### src/rtl/btn_evt_pkg.sv
// Event kinds and per-button state encoding shared by the button event controller.
package btn_evt_pkg;

   typedef logic [1:0] evt_kind_t;

   localparam evt_kind_t EVT_PRESS   = 2'd0;
   localparam evt_kind_t EVT_RELEASE = 2'd1;
   localparam evt_kind_t EVT_LONG    = 2'd2;
   localparam evt_kind_t EVT_REPEAT  = 2'd3;

   typedef enum logic [1:0] {
      ST_IDLE    = 2'd0,
      ST_PRESSED = 2'd1,
      ST_HELD    = 2'd2
   } btn_state_e;

endpackage

### src/rtl/btn_fsm.sv
// One button: press/long/repeat state machine, hold counter and a single pending event slot.
module btn_fsm
   import btn_evt_pkg::*;
#(
   parameter int LONG_MS = 1000,
   parameter int RPT_MS  = 200,
   parameter int CNT_W   = 10
) (
   input  logic      clk,
   input  logic      rst_n,
   input  logic      btn_i,
   input  logic      tick_i,
   input  logic      grant_i,
   output logic      pend_valid_o,
   output evt_kind_t pend_kind_o,
   output logic      ovf_o
);

   btn_state_e       state_q, state_d;
   logic [CNT_W-1:0] cnt_q, cnt_d;
   logic             pend_valid_q;
   evt_kind_t        pend_kind_q;
   logic             emit_s;
   evt_kind_t        kind_s;

   // Next-state and event decode; a release always wins over a same-cycle tick
   always_comb begin
      state_d = state_q;
      cnt_d   = cnt_q;
      emit_s  = 1'b0;
      kind_s  = EVT_PRESS;
      case (state_q)
         ST_IDLE: begin
            if (btn_i) begin
               state_d = ST_PRESSED;
               cnt_d   = '0;
               emit_s  = 1'b1;
               kind_s  = EVT_PRESS;
            end else begin
               state_d = ST_IDLE;
            end
         end
         ST_PRESSED: begin
            if (!btn_i) begin
               state_d = ST_IDLE;
               cnt_d   = '0;
               emit_s  = 1'b1;
               kind_s  = EVT_RELEASE;
            end else if (tick_i) begin
               if (cnt_q == CNT_W'(LONG_MS - 1)) begin
                  state_d = ST_HELD;
                  cnt_d   = '0;
                  emit_s  = 1'b1;
                  kind_s  = EVT_LONG;
               end else begin
                  cnt_d = cnt_q + CNT_W'(1);
               end
            end else begin
               cnt_d = cnt_q;
            end
         end
         ST_HELD: begin
            if (!btn_i) begin
               state_d = ST_IDLE;
               cnt_d   = '0;
               emit_s  = 1'b1;
               kind_s  = EVT_RELEASE;
            end else if (tick_i) begin
               if (cnt_q == CNT_W'(RPT_MS - 1)) begin
                  cnt_d  = '0;
                  emit_s = 1'b1;
                  kind_s = EVT_REPEAT;
               end else begin
                  cnt_d = cnt_q + CNT_W'(1);
               end
            end else begin
               cnt_d = cnt_q;
            end
         end
         default: begin
            state_d = ST_IDLE;
            cnt_d   = '0;
         end
      endcase
   end

   // State, counter and pending slot; a new emit beats a same-edge grant
   always_ff @(posedge clk or negedge rst_n) begin
      if (!rst_n) begin
         state_q      <= ST_IDLE;
         cnt_q        <= '0;
         pend_valid_q <= 1'b0;
         pend_kind_q  <= EVT_PRESS;
      end else begin
         state_q <= state_d;
         cnt_q   <= cnt_d;
         if (emit_s) begin
            pend_valid_q <= 1'b1;
            pend_kind_q  <= kind_s;
         end else if (grant_i) begin
            pend_valid_q <= 1'b0;
         end
      end
   end

   assign pend_valid_o = pend_valid_q;
   assign pend_kind_o  = pend_kind_q;
   assign ovf_o        = emit_s & pend_valid_q & ~grant_i;

endmodule

### src/rtl/btn_evt_ctrl.sv
// Front-panel button controller: ms prescaler, N button FSMs and a round-robin
// arbiter feeding one registered valid/ready event channel.
module btn_evt_ctrl
   import btn_evt_pkg::*;
#(
   parameter int N_BTN    = 4,
   parameter int TICK_DIV = 100000,
   parameter int LONG_MS  = 1000,
   parameter int RPT_MS   = 200
) (
   input  logic                     clk,
   input  logic                     rst_n,
   input  logic [N_BTN-1:0]         btn_i,
   output logic                     evt_valid,
   input  logic                     evt_ready,
   output logic [$clog2(N_BTN)-1:0] evt_id,
   output logic [1:0]               evt_kind,
   output logic                     ovf_o
);

   localparam int IW    = $clog2(N_BTN);
   localparam int CMAX  = (LONG_MS > RPT_MS) ? LONG_MS : RPT_MS;
   localparam int CNT_W = ($clog2(CMAX) > 0) ? $clog2(CMAX) : 1;
   localparam int PW    = ($clog2(TICK_DIV) > 0) ? $clog2(TICK_DIV) : 1;

   logic [PW-1:0]    presc_q;
   logic             tick_s;
   logic [IW-1:0]    ptr_q;
   logic             evt_valid_q;
   logic [IW-1:0]    evt_id_q;
   evt_kind_t        evt_kind_q;
   logic             ovf_q;

   logic [N_BTN-1:0] pend_valid_s;
   evt_kind_t        pend_kind_s [N_BTN];
   logic [N_BTN-1:0] ovf_evt_s;
   logic [N_BTN-1:0] grant_s;
   logic             load_s;
   logic             found_s;
   logic [IW-1:0]    gnt_id_s;
   logic [IW-1:0]    ptr_nxt_s;
   logic [IW:0]      scan_s;

   assign tick_s = (presc_q == PW'(TICK_DIV - 1));

   // Free-running millisecond prescaler
   always_ff @(posedge clk or negedge rst_n) begin
      if (!rst_n) begin
         presc_q <= '0;
      end else if (tick_s) begin
         presc_q <= '0;
      end else begin
         presc_q <= presc_q + PW'(1);
      end
   end

   for (genvar g = 0; g < N_BTN; g++) begin : g_btn
      btn_fsm #(
         .LONG_MS (LONG_MS),
         .RPT_MS  (RPT_MS),
         .CNT_W   (CNT_W)
      ) u_fsm (
         .clk          (clk),
         .rst_n        (rst_n),
         .btn_i        (btn_i[g]),
         .tick_i       (tick_s),
         .grant_i      (grant_s[g]),
         .pend_valid_o (pend_valid_s[g]),
         .pend_kind_o  (pend_kind_s[g]),
         .ovf_o        (ovf_evt_s[g])
      );
   end

   // Round-robin scan: first pending slot at or above the pointer, wrapping
   always_comb begin
      load_s    = ~evt_valid_q | evt_ready;
      found_s   = 1'b0;
      gnt_id_s  = '0;
      scan_s    = '0;
      for (int o = 0; o < N_BTN; o++) begin
         scan_s = {1'b0, ptr_q} + (IW+1)'(o);
         if (scan_s >= (IW+1)'(N_BTN)) begin
            scan_s = scan_s - (IW+1)'(N_BTN);
         end else begin
            scan_s = scan_s;
         end
         if (!found_s && pend_valid_s[scan_s[IW-1:0]]) begin
            found_s  = 1'b1;
            gnt_id_s = scan_s[IW-1:0];
         end else begin
            found_s = found_s;
         end
      end
      grant_s = '0;
      if (load_s && found_s) begin
         grant_s[gnt_id_s] = 1'b1;
      end else begin
         grant_s = '0;
      end
      if (gnt_id_s == IW'(N_BTN - 1)) begin
         ptr_nxt_s = '0;
      end else begin
         ptr_nxt_s = gnt_id_s + IW'(1);
      end
   end

   // Output register, pointer and overflow pulse
   always_ff @(posedge clk or negedge rst_n) begin
      if (!rst_n) begin
         evt_valid_q <= 1'b0;
         evt_id_q    <= '0;
         evt_kind_q  <= EVT_PRESS;
         ptr_q       <= '0;
         ovf_q       <= 1'b0;
      end else begin
         ovf_q <= |ovf_evt_s;
         if (load_s) begin
            if (found_s) begin
               evt_valid_q <= 1'b1;
               evt_id_q    <= gnt_id_s;
               evt_kind_q  <= pend_kind_s[gnt_id_s];
               ptr_q       <= ptr_nxt_s;
            end else begin
               evt_valid_q <= 1'b0;
            end
         end
      end
   end

   assign evt_valid = evt_valid_q;
   assign evt_id    = evt_id_q;
   assign evt_kind  = evt_kind_q;
   assign ovf_o     = ovf_q;

endmodule

### config.mk
export PLATFORM = sky130hd
export DESIGN_NAME = btn_evt_ctrl
export DESIGN_NICKNAME = d
export VERILOG_FILES = /design/src/rtl/btn_evt_pkg.sv /design/src/rtl/btn_fsm.sv /design/src/rtl/btn_evt_ctrl.sv
export SDC_FILE = /design/constraint.sdc
export NUM_CORES = 1
export LEC_CHECK = 0
export BUFFER_PORTS_ARGS = -buffer_cell sky130_fd_sc_hd__buf_2
export CAP_MARGIN = 0
export CORE_MARGIN = 2
export CORE_UTILIZATION = 60
export DETAILED_ROUTE_END_ITERATION = 10
export HOLD_SLACK_MARGIN = 0.08
export PLACE_DENSITY = 0.77
export REMOVE_ABC_BUFFERS = 1
export SLEW_MARGIN = 20
export SYNTH_ARGS = -nofsm -noshare
export SYNTH_HDL_FRONTEND = slang
export SYNTH_SLANG_ARGS = --single-unit
### constraint.sdc
create_clock -name clk -period 4.8 [get_ports clk]
set_clock_uncertainty 0.1 [all_clocks]
set_input_delay 1.44 -clock clk [delete_from_list [all_inputs] [get_ports clk]]
set_output_delay 1.44 -clock clk [all_outputs]
set_load 0.01 [all_outputs]
Word level (Yosys, flattened, before mapping)
Cells that the tools add are included.
{ "word_totals": {"regBits": 85, "input_bits": 7, "word_cells": 278} }
{ "op_classes": {"addsub": 13, "n_lt_le_gt_ge": 11, "eq_ne": 38, "n_mux": 153, "n_bitwise": 15, "n_reduce_logical": 26} }
{ "ops": {"columns": ["operator", "count"], "rows": [
  ["$mux W10", 28],
  ["$pmux W10 S3", 4],
  ["$mux W2", 51],
  ["$mux W1", 50],
  ["$add A10 B1 Y10 const B", 4],
  ["$eq A10 B10 Y1 const B", 4],
  ["$eq A10 B8 Y1 const B", 4],
  ["$pmux W2 S3", 4],
  ["$reduce_and A3 Y1", 8],
  ["$ne A3 B2 Y1 const B", 6],
  ["$ne A3 B3 Y1 const B", 6],
  ["$add A17 B1 Y17 const B", 1],
  ["$eq A17 B17 Y1 const B", 1],
  ["$mux W17", 1],
  ["$ne A2 B2 Y1 const B", 8],
  ["$pmux W2 S2", 4],
  ["$lt A2 B3 Y1 const B", 5],
  ["$ge A3 B3 Y1 const B", 4],
  ["$pmux W1 S3", 4],
  ["$eq A2 B2 Y1 const B", 5],
  ["$and A1 B1 Y1", 8],
  ["$bmux W1 S2", 4],
  ["$eq A2 B1 Y1 const B", 4],
  ["$logic_not A2 Y1", 4],
  ["17 further kinds", 34]
]} }

Longest topological paths before layout
{ "logic_depth": {"depth_word": 22, "depth_mapped": 10, "ltp_nobuf": 9} }

Cells and area by module
A second synthesis with hierarchy kept.
{ "unflattened": {"hier_cells": 547, "hier_area_um2": 5172.5} }
{ "modules_own_cells": {"columns": ["module", "instances", "cells_per_inst", "area_each_um2"], "rows": [
  ["btn_fsm (g_btn[0].u_fsm ...)", 2, 103, 972.2],
  ["btn_evt_ctrl", 1, 135, 1341.3],
  ["btn_fsm (g_btn[3].u_fsm)", 1, 103, 947.2],
  ["btn_fsm (g_btn[2].u_fsm)", 1, 103, 939.7]
]} }

Worst setup path before layout
OpenSTA, ideal clock, no wires.
{ "synth_path": {"path_kind": "input port to flip-flop", "start": "input port btn_i[2]", "end": "register g_btn[2].u_fsm.cnt_q[3]", "setup_ps": 104, "arrival_ps": 2614, "setup_slack_ps": 1982, "stages": 6, "path_cell_list": "clkbuf_1 nand2_1 a21oi_1 nand2b_1 buf_2 o311ai_1"} }
{ "synth_via": {"elab_chain_cells": 2, "elab_cells_between_ends": 7, "classes_between": "eq/ne: 3; mux: 3; reduce/logical: 1"} }
{ "synth_lines": {"columns": ["element", "line_no", "rtl"], "rows": [
  ["from (decl)", "btn_evt_ctrl.sv:13", "input logic [N_BTN-1:0] btn_i,"],
  ["$ne A3 B3 Y1 (no line), or another cell as far along", null, null],
  ["$reduce_and A3 Y1 (no line) / $pmux W10 S3 (equally long branches)", null, null],
  ["to (signal assigned)", "btn_fsm.sv:96", "cnt_q <= cnt_d;"],
  ["to (decl)", "btn_fsm.sv:20", "logic [CNT_W-1:0] cnt_q, cnt_d;"]
]} }
Parallel ways exist; a longest one is shown, timed or not.
A chain may end at the register's enable or synchronous reset.

Worst setup path in the final report
{ "layout_path": {"start": "input port btn_i[3]", "end": "register g_btn[3].u_fsm.cnt_q[9]"} }
{ "layout_via": {"elab_chain_cells": 2, "elab_cells_between_ends": 7, "classes_between": "eq/ne: 3; mux: 3; reduce/logical: 1"} }
{ "layout_lines": {"columns": ["element", "line_no"], "rows": [
  ["$ne A3 B3 Y1 (no line), or another cell as far along", null],
  ["$reduce_and A3 Y1 (no line) / $pmux W10 S3 (equally long branches)", null],
  ["to (signal assigned)", "btn_fsm.sv:96"],
  ["to (decl)", "btn_fsm.sv:20"]
]} }
Parallel ways exist; a longest one is shown, timed or not.

==> results.yml <==
synthesis:
  synthFlopType: "dfrtp_1"
  synthDominantCellAreaShare: 0.408
  synth_sequential_area_ratio: 0.408
  post-synth-top-area-cell: "dfrtp_1"
  synth-seq-cells: 85
  yosys.cell_types.count: 72
  total_standard_cell_area_after_synthesis_um2: 5210
  syn_area_per_cell_um2: 9.19
  syn_warnings: 0
  number_of_enable_type_register_cells_in_the_synthesized_netlist: 0
  yosys-top-cells-area: "dfrtp_1, ha_1, nand2_1"
  async_reset_ff_frac: 1.00
  netlist_instances: 567
setup_path:
  worstSetupStartpointType: "input pin"
  slowest_stage: "o22ai_1"
  data_required_critical_path_ps: 4940
  worst-endpoint-arrival_ps: 3040
  crit_path_max_fanout: 11
  worst-r2r-cell-count: 6
  path_buf_inv: 1
  worstSetupPathType: "input pin to register"
  crit_family: "compound AO/OA/AOI/OAI gates"
  slowest_delay_ps: 690
  crit_path_end_kind: "register"
  rr_endpoint: "g_btn[3].u_fsm.cnt_q[9]"
  worstPathCellList: "buf_2 > o21ai_0 > o22ai_1 > nor2_2 > a221o_1"
  reg2reg_from: "presc_q[0]"
  register_to_register_setup_slack_ps: 1900
route:
  dr_total_vias: 4215
  routed_wire_length_per_instance_um: 15.6
  drt-initial-drc-count: 197
  drt.antenna.violating_nets: 0
  drt_drc_violations_left: 0
  vias_per_cell: 6.19
  routed_wl_mm: 10.6
  drt_pre_antenna_iters: 4
die:
  floorplan.initialDensity: 0.628
  design.die.area_um2: 9440
  ios: 13
  site_row_count: 33
  core_region_area_um2: 8300
  floorplan.die.height_um: 97.2
  floorplan.die.width_um: 97.2
layout:
  mostFrequentLayoutCells: "dfrtp_1, nand2_1, nor2_1, nand3_1, inv_1"
  flow.area_growth_from_synthesis_pct: 5.86
  final_core_utilization: 0.664
  layout_commonest_cell: "dfrtp_1"
  antenna_cells: 0
  layout.cells.non_filler: 681
  num-nets-final: 603
  post-route-cell-area_um2: 5510
  final_layout_size_suffix_gt1_frac: 0.0920
sta:
  timing.final.crit_period_ps: 2900
  maxSlewHeadroom: 0.407
  finalHoldViolations: 0
  fin_crit_sh: 0.604
  number_of_pins_with_negative_max_slew_slack_in_the_final_report: 0
  fmax_ghz: 0.345
  setup-tns-final_ps: 0
  finalSetupViolCount: 0
  unrepaired_setup_endpoints_after_global_routing: "no"
  tightest_slew_ps: 890
pwr:
  power.ir.vdd_worst_uv: 177
  leakagePower_nw: 2.38
  cellPowerDensity_nw_per_um2: 327
  power.total_w: 0.00180
placed_design:
  hpwl_mm: 7.55
  dpl-instance-area_um2: 5320
  dp_cells: 665
  place.port_buffers: 12
  routability_driven_placement_congestion_ratio: 0.833
hold_path:
  min-delay-path-class: "register to register"
  hold_path_end: "evt_id[1]"
  hold_start: "evt_id[1]"
  min_path_cells: 2
clocking:
  worst_skew_pair.late_latency_ps: 350
  cts_tree: "done"
  cts_resized: 0
  post-cts-setup-buffer-count: 0
  cts.sinks: 85
  cts_inserted_buffers: 9
  cts_hold_buffers: 0
  cts_root_buffer: "clkbuf_8"
  clock_transition_at_path_regs_ps: 80
  htree_num_levels: 3
  cts.path.max_buffers: 2
flow_run:
  maxCapViolCount: 0
global_route:
  track_usage: 0.234
  number_of_global_route_vias_before_repair: 4139
  overflow: 0
  grt_pass1_wl_mm: 18.6
  antenna_violations_before_repair: 0
  grt_start_max_net_pins: 86
status:
  outcome: "finished, final reports clean"
## kinds of logic after synthesis
kind of cell | count (synthesis) | share of synthesized area
multiplexers | 10 | 0.0199
AND/OR/NAND/NOR | 246 | 0.253
AO/OA/AOI/OAI | 138 | 0.195
flip-flops | 85 | 0.408
XOR/XNOR | 16 | 0.0269
buffers and inverters | 47 | 0.0372
adder cells (fa/ha/maj) | 25 | 0.0601
## cells in the mapped netlist (all sizes together), types with 5 or more instances
cell / count
dfrtp: 85
nand2: 64
nor2: 45
nand3: 32
o21ai: 28
inv: 27
ha: 25
a21oi: 19
nor3: 16
a22o: 14
and3: 14
nand4: 13
a21o: 12
o31ai: 12
buf: 10
clkbuf: 10
nand2b: 9
or3: 9
xnor2: 9
or2: 8
mux2i: 7
xor2: 7
o311ai: 6
a31oi: 5
and2: 5
o22ai: 5
## metrics by stage
stage	hold slack, ps	setup WS [ps]
floorplan	349	2040
global placement	364	1600
detailed placement	373	1560
CTS	392	1890
global route	411	1630
finish	384	1900
## worst reg2reg max path: cells and delay by family, from the launching register on
kind	cells	cell delay [ps]
DFF	1	420
AOI/OAI and AO/OA	2	1130
adders and majority gates	1	240
and+or+nand+nor	3	900
## state kept, by name, summed over array words and instances, names as in the netlist
name	cells
evt_id	2
evt_kind	2
evt_valid	1
g_btn.u_fsm.cnt_q	40
g_btn.u_fsm.pend_kind_o	8
g_btn.u_fsm.pend_valid_o	4
g_btn.u_fsm.state_q	8
ovf_o	1
presc_q	17
ptr_q	2
## how the worst max path moves through the flow
stage	from	end	cells after the start
floorplan	btn_i[3]	g_btn[3].u_fsm.cnt_q[9]	4
global placement	btn_i[3]	g_btn[3].u_fsm.cnt_q[9]	5
detailed placement	btn_i[3]	g_btn[3].u_fsm.cnt_q[9]	5
CTS	presc_q[0]	g_btn[2].u_fsm.cnt_q[3]	6
global route	presc_q[0]	g_btn[2].u_fsm.cnt_q[2]	6
finish	btn_i[3]	g_btn[3].u_fsm.cnt_q[9]	5
## cell type report
type / instances / area, um2
clock buffer: 11 / 131
clock inverter: 5 / 61.3
fill: 662 / 2790
inverter: 27 / 101
multi-input combinational: 435 / 2890
sequential: 85 / 2130
tap: 105 / 131
timing repair buffer: 13 / 73.8
## power by group
part	switching, W	total, W	internal, W
Combinational	0.000280	0.000466	0.000186
Sequential	0.0000635	0.000833	0.000769
Clock	0.000260	0.000502	0.000242
Total	0.000603	0.00180	0.00120
## layer usage
layer | part of all wire | GRT usage
met5 | 0 | 0
met2 | 0.47 | 0.381
met3 | 0.031 | 0.0324
met4 | 0.011 | 0.0899
met1 | 0.49 | 0.319
(Power assumes the default switching activity.)
